$ cat src/rtl/pipe_mismatch_monitor.sv
// Compares the non-blocking and blocking shift-register triplets cycle by cycle,
// flagging disagreements, capturing the first one and counting them.
module pipe_mismatch_monitor #(
    parameter int SETTLE_CYC = 2,
    parameter int CYC_W      = 8,
    parameter int CNT_W      = 8
) (
    input  logic             clk,
    input  logic             rst,
    input  logic             en,
    input  logic             clr,
    input  logic [2:0]       nb_vec,
    input  logic [2:0]       bk_vec,
    output logic             mismatch,
    output logic             err,
    output logic [CYC_W-1:0] first_cyc,
    output logic [2:0]       first_nb,
    output logic [2:0]       first_bk,
    output logic [CNT_W-1:0] mm_cnt,
    output logic             busy
);

    typedef enum logic [1:0] {IDLE, SETTLE, COMPARE, ERROR} state_t;

    localparam int SW = (SETTLE_CYC > 1) ? $clog2(SETTLE_CYC) : 1;
    localparam logic [SW-1:0] SETTLE_LAST = SW'((SETTLE_CYC > 0) ? SETTLE_CYC - 1 : 0);
    // A zero-length settle window skips straight to comparing.
    localparam state_t START_STATE = (SETTLE_CYC == 0) ? COMPARE : SETTLE;

    state_t           state_q, state_d;
    logic [SW-1:0]    settle_q, settle_d;
    logic [CYC_W-1:0] cyc_q, cyc_d;
    logic [2:0]       nb_q, bk_q;
    logic             mismatch_q, mismatch_d;
    logic             err_q, err_d;
    logic [CYC_W-1:0] first_cyc_q, first_cyc_d;
    logic [2:0]       first_nb_q, first_nb_d;
    logic [2:0]       first_bk_q, first_bk_d;
    logic [CNT_W-1:0] cnt_q, cnt_d;
    logic             diff;

    assign diff = (nb_q != bk_q);

    always_comb begin
        state_d     = state_q;
        settle_d    = settle_q;
        cyc_d       = cyc_q;
        mismatch_d  = 1'b0;
        err_d       = err_q;
        first_cyc_d = first_cyc_q;
        first_nb_d  = first_nb_q;
        first_bk_d  = first_bk_q;
        cnt_d       = cnt_q;
        case (state_q)
            IDLE: begin
                if (en) begin
                    state_d  = START_STATE;
                    settle_d = '0;
                    cyc_d    = '0;
                end
            end
            SETTLE: begin
                if (!en) begin
                    state_d  = IDLE;
                    settle_d = '0;
                    cyc_d    = '0;
                end else if (settle_q == SETTLE_LAST) begin
                    state_d = COMPARE;
                end else begin
                    settle_d = settle_q + SW'(1);
                end
            end
            default: begin
                if (!en) begin
                    state_d  = IDLE;
                    settle_d = '0;
                    cyc_d    = '0;
                end else begin
                    mismatch_d = diff;
                    if (cyc_q != '1) cyc_d = cyc_q + CYC_W'(1);
                    if (diff) begin
                        state_d = ERROR;
                        err_d   = 1'b1;
                        if (cnt_q != '1) cnt_d = cnt_q + CNT_W'(1);
                        // Only the very first divergence since reset/clear is recorded.
                        if (!err_q) begin
                            first_cyc_d = cyc_q;
                            first_nb_d  = nb_q;
                            first_bk_d  = bk_q;
                        end
                    end
                end
            end
        endcase
    end

    always_ff @(posedge clk or posedge rst) begin
        if (rst) begin
            state_q     <= IDLE;
            settle_q    <= '0;
            cyc_q       <= '0;
            nb_q        <= '0;
            bk_q        <= '0;
            mismatch_q  <= 1'b0;
            err_q       <= 1'b0;
            first_cyc_q <= '0;
            first_nb_q  <= '0;
            first_bk_q  <= '0;
            cnt_q       <= '0;
        end else if (clr) begin
            state_q     <= IDLE;
            settle_q    <= '0;
            cyc_q       <= '0;
            nb_q        <= '0;
            bk_q        <= '0;
            mismatch_q  <= 1'b0;
            err_q       <= 1'b0;
            first_cyc_q <= '0;
            first_nb_q  <= '0;
            first_bk_q  <= '0;
            cnt_q       <= '0;
        end else begin
            state_q     <= state_d;
            settle_q    <= settle_d;
            cyc_q       <= cyc_d;
            nb_q        <= nb_vec;
            bk_q        <= bk_vec;
            mismatch_q  <= mismatch_d;
            err_q       <= err_d;
            first_cyc_q <= first_cyc_d;
            first_nb_q  <= first_nb_d;
            first_bk_q  <= first_bk_d;
            cnt_q       <= cnt_d;
        end
    end

    assign mismatch  = mismatch_q;
    assign err       = err_q;
    assign first_cyc = first_cyc_q;
    assign first_nb  = first_nb_q;
    assign first_bk  = first_bk_q;
    assign mm_cnt    = cnt_q;
    assign busy      = (state_q != IDLE);

endmodule

$ cat config.mk
export PLATFORM = sky130hd
export DESIGN_NAME = pipe_mismatch_monitor
export DESIGN_NICKNAME = d
export VERILOG_FILES = /design/src/rtl/pipe_mismatch_monitor.sv
export SDC_FILE = /design/constraint.sdc
export NUM_CORES = 1
export LEC_CHECK = 0
export CORE_MARGIN = 5
export CORE_UTILIZATION = 45
export DETAILED_ROUTE_END_ITERATION = 10
export HOLD_SLACK_MARGIN = 0.12
export MAX_ROUTING_LAYER = met4
export PLACE_DENSITY = 0.7
export SYNTH_ARGS = -nofsm -noshare
export SYNTH_HDL_FRONTEND = slang
export SYNTH_SLANG_ARGS = --single-unit
$ cat constraint.sdc
create_clock -name clk -period 5.2 [get_ports clk]
set_input_delay 1.04 -clock clk [delete_from_list [all_inputs] [get_ports clk]]
set_output_delay 1.04 -clock clk [all_outputs]
set_load 0.01 [all_outputs]
==> Flow_metrics.wiki, run 1 <==
{| class="wikitable"
! Metric !! Value
|-
| Final setup TNS || 0 ns
|-
| Antenna diode instance count || 0
|-
| Worst min-delay path class || flip-flop to flip-flop
|-
| Power per standard cell area || 243 nW/um^2
|-
| Syn avg cell area || 10.6 sq um
|-
| Post-CTS repair timing setup buffer count || 0
|-
| Result of the run || finished, final reports clean
|-
| Syn Inst Count || 182
|-
| Count of pins over their slew limit || 0
|-
| Detailed-route wire length per cell || roughly 16 microns
|-
| Max Cap Violations || 0
|-
| Crit path required time || 5.36 ns
|-
| Tot GR Track Use || 17.7%
|-
| Number of top-level design ports || 35
|-
| Startpoint type of the worst setup path || primary input
|-
| Total overflow reported by the global router || 0
|-
| # port buffers || 34
|-
| Standard cell core area || 4090 sq um
|-
| Root buffer cell || sky130_fd_sc_hd__clkbuf_8
|-
| Setup Skew || 0.00392 ns
|-
| Combinational family with the most area after synthesis || simple AND/OR/NAND/NOR gates
|-
| Adder and majority gate portion of the synthesized area || 1.30%
|-
| Dominant cell type by area after synthesis || sky130_fd_sc_hd__dfrtp_1
|-
| List of most frequent post-synthesis cells || sky130_fd_sc_hd__dfrtp_1 (41), sky130_fd_sc_hd__nor2_1 (19), sky130_fd_sc_hd__mux2i_1 (13), sky130_fd_sc_hd__nor2b_1 (11), sky130_fd_sc_hd__inv_1 (10)
|-
| Max FO, Critical Path || 8
|-
| Vias post-DR || 1536
|-
| Share of synthesized cell area in and, or, nand and nor gates || 17.7%
|-
| Starting density of the core || 47.1%
|-
| Category of the worst setup path capture point || flip-flop
|-
| Unique cell type count in the Yosys netlist || 42
|-
| Share of Yosys cell area claimed by the top area cell type || between 50 and 60%
|-
| Synth Area in Compound Gates || 14.7%
|-
| Worst IR Drop VDD || 182 uV
|-
| Slew at the pin with the worst max-slew slack || 0.628 ns
|-
| Share of flip-flops with an asynchronous set or reset after synthesis || 100%
|-
| Pin count of the biggest net entering global routing || 42
|-
| Clock slew at reported path FFs || 0.08 ns
|-
| Placement Cell Area || 2320 sq um
|-
| Drc violations || 0
|-
| WP data arrival || 2.98 ns
|-
| Nets@finish || between 200 and 250
|-
| Worst relative slew slack || 58.1%
|-
| Number of rows created at floorplan || 23
|-
| Hold Violations, Final || 0
|-
| R2R setup slack || 3.14 ns
|-
| DR pass1 iterations || 4
|-
| Final period demand of the worst path || 2.82 ns
|-
| Syn_nets || 194
|-
| Vert. Die Dim || 75.4 microns
|-
| RSZ-0062 raised after global routing || false
|-
| Half-perimeter wire length after placement || 3120 microns
|-
| Fraction of layout cells with a size suffix above 1 || 7.21%
|-
| Proportion of synthesized area in mux cells || under 10%
|-
| Bufs on Longest Clock Path || 2
|-
| Post-Place Setup Slack || 2.05 ns
|-
| Routability Congestion || 0.875
|-
| Kind of critical path || primary input to flip-flop
|-
| H-tree depth || 2
|-
| Maximum achievable frequency || about 350 MHz
|-
| Number of buffers inserted during clock tree synthesis || 5
|-
| Floorplan die width || 75.4 microns
|-
| Final setup violation count || 0
|-
| Vias in the first global route || 1597
|-
| Top post-synthesis cells by area || sky130_fd_sc_hd__dfrtp_1 (53%), sky130_fd_sc_hd__mux2i_1 (6.8%), sky130_fd_sc_hd__nor2_1 (3.7%), sky130_fd_sc_hd__nor2b_1 (3.6%), sky130_fd_sc_hd__nand3_1 (2.3%)
|-
| Portion of the clock cycle consumed by the worst path in the final layout || a little over half
|-
| Synth-to-Final Area Change || 26.0%
|-
| Leakage power || 0.00101 uW
|-
| # hold bufs at CTS || 0
|-
| Clock insertion delay at the later pin of the skew report || 0.29 ns
|-
| Residual antenna-violating net count after detailed routing || 0
|-
| Number of antenna violations at the first check in global routing || 0
|-
| Post-synthesis xor/xnor area fraction || 1.82%
|-
| Part of the Yosys area used for sequential elements || 53.3%
|-
| Wire length of the first global-routing pass || 7510 microns
|-
| Final design area excluding fillers || 2430 sq um
|-
| CTS tree || yes
|-
| Yosys warning count || 0
|-
| Final worst setup slack || 2.38 ns
|-
| Flip-flop and latch count after synthesis || 41
|-
| Number of resized instances in the post-cts repair step || 0
|-
| Via density per instance || 5.65
|-
| Most numerous cell in the Yosys netlist || sky130_fd_sc_hd__dfrtp_1
|-
| Summed instance area of the synthesized netlist || 1930 sq um
|-
| Wire length after detailed routing || 4260 microns
|-
| TritonCTS sink count || 41
|-
| Die area || around 5700 sq um
|-
| Top_reg_cell synth || sky130_fd_sc_hd__dfrtp_1
|-
| Number of synthesized flops with an enable pin || 0
|-
| DRC violation total after the first TritonRoute iteration || just under 100
|}
==> final timing paths <==
check | start | cells after the start | to
setup / recovery | en | 6 | first_cyc[1]$_DFFE_PP0P_
hold / removal | first_bk[0]$_DFFE_PP0P_ | 1 | first_bk[0]$_DFFE_PP0P_
setup reg to reg | mm_cnt[1]$_DFFE_PP0P_ | 5 | mm_cnt[5]$_DFFE_PP0P_
hold reg to reg | first_bk[0]$_DFFE_PP0P_ | 1 | first_bk[0]$_DFFE_PP0P_
max in group asynchronous | rst | 3 | state_q[1]$_DFFE_PP0P_
min in group asynchronous | rst | 3 | first_cyc[2]$_DFFE_PP0P_
==> critical path, cell delays in order <==
cell and delay (ns):
sky130_fd_sc_hd__clkdlybuf4s50_1 0.61, sky130_fd_sc_hd__nand2_2 0.14, sky130_fd_sc_hd__a311oi_2 0.60, sky130_fd_sc_hd__buf_4 0.30, sky130_fd_sc_hd__mux2i_1 0.22, sky130_fd_sc_hd__nor2_1 0.05
==> final cells by class <==
type                    instances  area [sq um]
multi-input cells             126           836
fillers                       339          1660
clock buffers                   7          96.3
inverters                      10          37.5
repair buffers                 37           363
flip-flops and latches         41          1030
clock inverters                 1          5.00
well taps                      50          62.6
==> power by group <==
group	total [uW]	internal, uW	switching (uW)	leakage, uW
registers	328	323	4.48	0.000564
logic	37.7	15.4	22.3	0.000387
clock network	225	120	105	0.0000542
total	591	458	132	0.00101
==> routing by layer <==
| metal | vias up | share of wire [%] | track usage, % |
|---|---|---|---|
| li1 | 733 | - | - |
| met1 | 761 | 45 | 22.4 |
| met2 | 40 | 50 | 28.8 |
| met3 | 2 | 4.4 | 4.09 |
| met4 | 0 | 0.45 | 4.47 |
| met5 | - | 0 | - |
==> layout by cell type (no fill, tap or decap), types with 2 or more instances in the layout <==
cell type and count:
sky130_fd_sc_hd__a21boi_0 2, sky130_fd_sc_hd__a21oi_1 6, sky130_fd_sc_hd__a22o_1 2, sky130_fd_sc_hd__a31oi_1 7
sky130_fd_sc_hd__and2_1 3, sky130_fd_sc_hd__and3_1 2, sky130_fd_sc_hd__and4_1 2, sky130_fd_sc_hd__buf_4 3
sky130_fd_sc_hd__clkbuf_8 7, sky130_fd_sc_hd__clkdlybuf4s50_1 34, sky130_fd_sc_hd__dfrtp_1 41, sky130_fd_sc_hd__ha_1 2
sky130_fd_sc_hd__inv_1 10, sky130_fd_sc_hd__mux2_1 2, sky130_fd_sc_hd__mux2i_1 13, sky130_fd_sc_hd__nand2_1 6
sky130_fd_sc_hd__nand3_1 9, sky130_fd_sc_hd__nand3b_1 2, sky130_fd_sc_hd__nor2_1 19, sky130_fd_sc_hd__nor2b_1 11
sky130_fd_sc_hd__nor3_1 4, sky130_fd_sc_hd__o21ai_0 8, sky130_fd_sc_hd__o311ai_0 2, sky130_fd_sc_hd__o41ai_1 2
sky130_fd_sc_hd__or2_2 2, sky130_fd_sc_hd__xnor2_1 3
==> stage by stage <==
step	instances	power, uW	util [%]	hold WS (ns)
finish	272	591	59.4	0.514
global route	272	616	59.4	0.538
CTS	272	594	59.4	0.524
detailed placement	264	372	56.9	0.499
global placement	264	371	56.9	0.488
floorplan	182	355	-	0.467
==> logic make-up (layout without fill, tap and decap cells) <==
kind of cell | after synthesis | in the layout
AND/OR/NAND/NOR | 65 | 65
flip-flops | 41 | 41
AO/OA/AOI/OAI | 40 | 40
multiplexers | 15 | 15
buffers and inverters | 15 | 55
XOR/XNOR | 4 | 4
adder cells (fa/ha/maj) | 2 | 2
==> registers in the layout (all words and copies together) (netlist names) <==
| signal | cells |
|---|---|
| err | 1 |
| first_cyc | 8 |
| mm_cnt | 8 |
| nb_q | 3 |
| first_nb | 3 |
| mismatch | 1 |
| state_q | 2 |
| bk_q | 3 |
| cyc_q | 8 |
| first_bk | 3 |
| settle_q | 1 |
Note: power is estimated with default switching activity, not from simulation.
==> run 2, diff against run 1 <==
- clock period: 5.2 -> 2.67 ns (I/O delays scaled with it)
==> run 2 against run 1 <==
Net effect: wire length down 2.1%; cell area down 0.41%; clock power up 70%; critical path depth down 4; largest power group unchanged.
==> Flow_metrics.wiki, run 2 (synthesized netlist as in run 1, its figures left out) <==
{| class="wikitable"
! Metric !! Value
|-
| Endpoint of the lowest-slack register-to-register path || mm_cnt[5]$_DFFE_PP0P_
|-
| Vert. Die Dim || 75.4 microns (unchanged)
|-
| Startpoint of the most critical register-to-register path || mm_cnt[1]$_DFFE_PP0P_
|-
| Pin count of the biggest net entering global routing || 42 (unchanged)
|-
| Cells on worst reg2reg path || 5 (unchanged)
|-
| Max stage delay on crit path || 0.48 ns (-0.13 ns)
|-
| Tot GR Track Use || 17.7% (+0.042 points)
|-
| Portion of the clock cycle consumed by the worst path in the final layout || 77.9%
|-
| Wire length of the first global-routing pass || 7450 microns (-0.83%)
|-
| # hold bufs at CTS || 0 (unchanged)
|-
| Portion of total power attributed to sequential cells || 58.2% (+2.7 points)
|-
| Share of total power consumed by net switching || 22.8% (+0.44 points)
|-
| R2R setup slack || 0.64 ns (-2.50 ns)
|-
| Final period demand of the worst path || 2.08 ns
|-
| Number of buffers inserted during clock tree synthesis || 5 (unchanged)
|-
| Worst IR Drop VDD || 370 uV (+100%)
|-
| Count of pins over their slew limit || 0 (unchanged)
|-
| Via density per instance || 5.67 (+0.48%)
|-
| Hold Violations, Final || 0 (unchanged)
|-
| Root buffer cell || sky130_fd_sc_hd__clkbuf_8
|-
| Detailed-route wire length per cell || 15.3 microns (-2.5%)
|-
| Crit path required time || 2.14 ns (-3.22 ns)
|-
| Part of the power in combinational logic || 6.8% (+0.4 points)
|-
| Int Power || 845 uW (+84%)
|-
| Worst path slowest cell || sky130_fd_sc_hd__clkdlybuf4s50_1
|-
| DR pass1 iterations || 4 (unchanged)
|-
| Wire length after detailed routing || 4170 microns (-2.1%)
|-
| DRC violation total after the first TritonRoute iteration || 115 (+17%)
|-
| Routability Congestion || 0.885 (+1.2%)
|-
| # port buffers || 34 (unchanged)
|-
| Commonest non-fill, non-tap cells in the layout || sky130_fd_sc_hd__dfrtp_1 (41), sky130_fd_sc_hd__clkdlybuf4s50_1 (34), sky130_fd_sc_hd__nor2_1 (19)
|-
| TritonCTS sink count || 41 (unchanged)
|-
| Standard cell core area || 4090 sq um (unchanged)
|-
| WP data arrival || 1.55 ns (-1.43 ns)
|-
| Clock slew at reported path FFs || 0.08 ns (about the same)
|-
| Floorplan die width || 75.4 microns (unchanged)
|-
| Kind of critical path || flip-flop to primary output
|-
| Number of resized instances in the post-cts repair step || 0 (unchanged)
|-
| Start point of the critical path || state_q[1]$_DFFE_PP0P_
|-
| Nets@finish || 234 (+0.43%)
|-
| Placement Cell Area || 2330 sq um (+0.32%)
|-
| Number of rows created at floorplan || 23 (unchanged)
|-
| Worst relative slew slack || 60.9% (+2.8 points)
|-
| Synth-to-Final Area Change || 25.5%
|-
| Total overflow reported by the global router || 0 (unchanged)
|-
| Startpoint type of the worst setup path || flip-flop
|-
| Final setup violation count || 0 (unchanged)
|-
| Final setup TNS || 0 ns (unchanged)
|-
| Starting density of the core || 47.1% (unchanged)
|-
| Category of the worst setup path capture point || primary output
|-
| Overall power || 1100 uW (+85%)
|-
| Most common cell after layout, fill and taps aside || sky130_fd_sc_hd__dfrtp_1
|-
| RSZ-0062 raised after global routing || false
|-
| Maximum achievable frequency || 481 MHz
|-
| Post-CTS repair timing setup buffer count || 0 (unchanged)
|-
| Antenna diode instance count || 0 (unchanged)
|-
| Switching component of the power || 250 uW (+89%)
|-
| Drc violations || 0 (unchanged)
|-
| Max FO, Critical Path || 8 (unchanged)
|-
| Max Cap Violations || 0 (unchanged)
|-
| Number of top-level design ports || 35 (unchanged)
|-
| CTS tree || yes
|-
| Setup Skew || 0.00982 ns (+0.00590 ns)
|-
| Clock insertion delay at the later pin of the skew report || 0.29 ns (about the same)
|-
| Bufs on Longest Clock Path || 2 (unchanged)
|-
| H-tree depth || 2 (unchanged)
|-
| Final design area excluding fillers || 2420 sq um (-0.41%)
|-
| Worst min-delay path class || flip-flop to flip-flop
|-
| Termination of the worst setup path || busy
|-
| Leakage power || 0.000994 uW (-1.1%)
|-
| Fraction of layout cells with a size suffix above 1 || 6.73% (-0.48 points)
|-
| Die area || 5690 sq um (unchanged)
|-
| CP Cell Sequence || or2_2 -> clkdlybuf4s50_1
|-
| Result of the run || finished, final reports clean
|-
| Clk pwr share || 34.9% (-3.3 points)
|-
| Utilization of the core after routing || 59.1% (-0.25 points)
|-
| Residual antenna-violating net count after detailed routing || 0 (unchanged)
|-
| Number of antenna violations at the first check in global routing || 0 (unchanged)
|-
| Power per standard cell area || 453 nW/um^2 (+86%)
|-
| Vias in the first global route || 1613 (+1.0%)
|-
| Half-perimeter wire length after placement || 3040 microns (-2.6%)
|-
| Vias post-DR || 1549 (+0.85%)
|-
| Slew at the pin with the worst max-slew slack || 0.583 ns (-0.0452 ns)
|}
==> run 2: per-layer routing <==
metal  GRT usage (%)  part of all wire [%]
met1            22.3                    44
met2            28.2                    51
met3            4.75                   3.5
met4            5.05                   1.3
met5               -                     0
==> run 2: how the worst min path moves through the flow <==
stage,startpoint,depth (start not counted),slack (ns),endpoint
floorplan,cyc_q[7]$_DFFE_PP0P_,1,0.47,cyc_q[7]$_DFFE_PP0P_
detailed placement,first_bk[0]$_DFFE_PP0P_,1,0.51,first_bk[0]$_DFFE_PP0P_
global placement,first_bk[1]$_DFFE_PP0P_,1,0.50,first_bk[1]$_DFFE_PP0P_
CTS,cyc_q[7]$_DFFE_PP0P_,1,0.53,cyc_q[7]$_DFFE_PP0P_
global route,first_cyc[1]$_DFFE_PP0P_,2,0.55,first_cyc[1]$_DFFE_PP0P_
finish,first_cyc[1]$_DFFE_PP0P_,2,0.52,first_cyc[1]$_DFFE_PP0P_
==> run 2: power by group through the flow <==
stage | registers (uW) | clock network, uW | logic (uW)
3_5_place_dp | 650 | 0 | 77.0
4_1_cts | 638 | 393 | 77.0
2_1_floorplan | 648 | 0 | 44.0
6_report | 638 | 383 | 74.7
3_3_place_gp | 649 | 0 | 74.2
5_1_grt | 639 | 425 | 86.2
==> run 2: area by class of cell <==
cell class	instances	area [sq um]
Timing Repair Buffer	38	370
Tap cell	50	62.6
Fill cell	351	1670
Clock inverter	1	7.51
Multi-Input combinational cell	126	836
Clock buffer	7	76.3
Sequential cell	41	1030
Inverter	10	37.5
==> run 2: worst max-delay path, delay by kind of cell (launching register included) <==
family        cells  cell delay [ns]
buf+inv           1             0.48
flops             1             0.46
simple gates      1             0.32
==> run 2: per-stage QoR <==
step / worst slack [ns] / hold WS, ns / instances
after floorplan: 0.769 / 0.467 / 182
after CTS: 0.575 / 0.530 / 273
after detailed placement: 0.308 / 0.510 / 265
after global placement: 0.342 / 0.499 / 265
after global routing: 0.457 / 0.552 / 273
final: 0.590 / 0.524 / 273
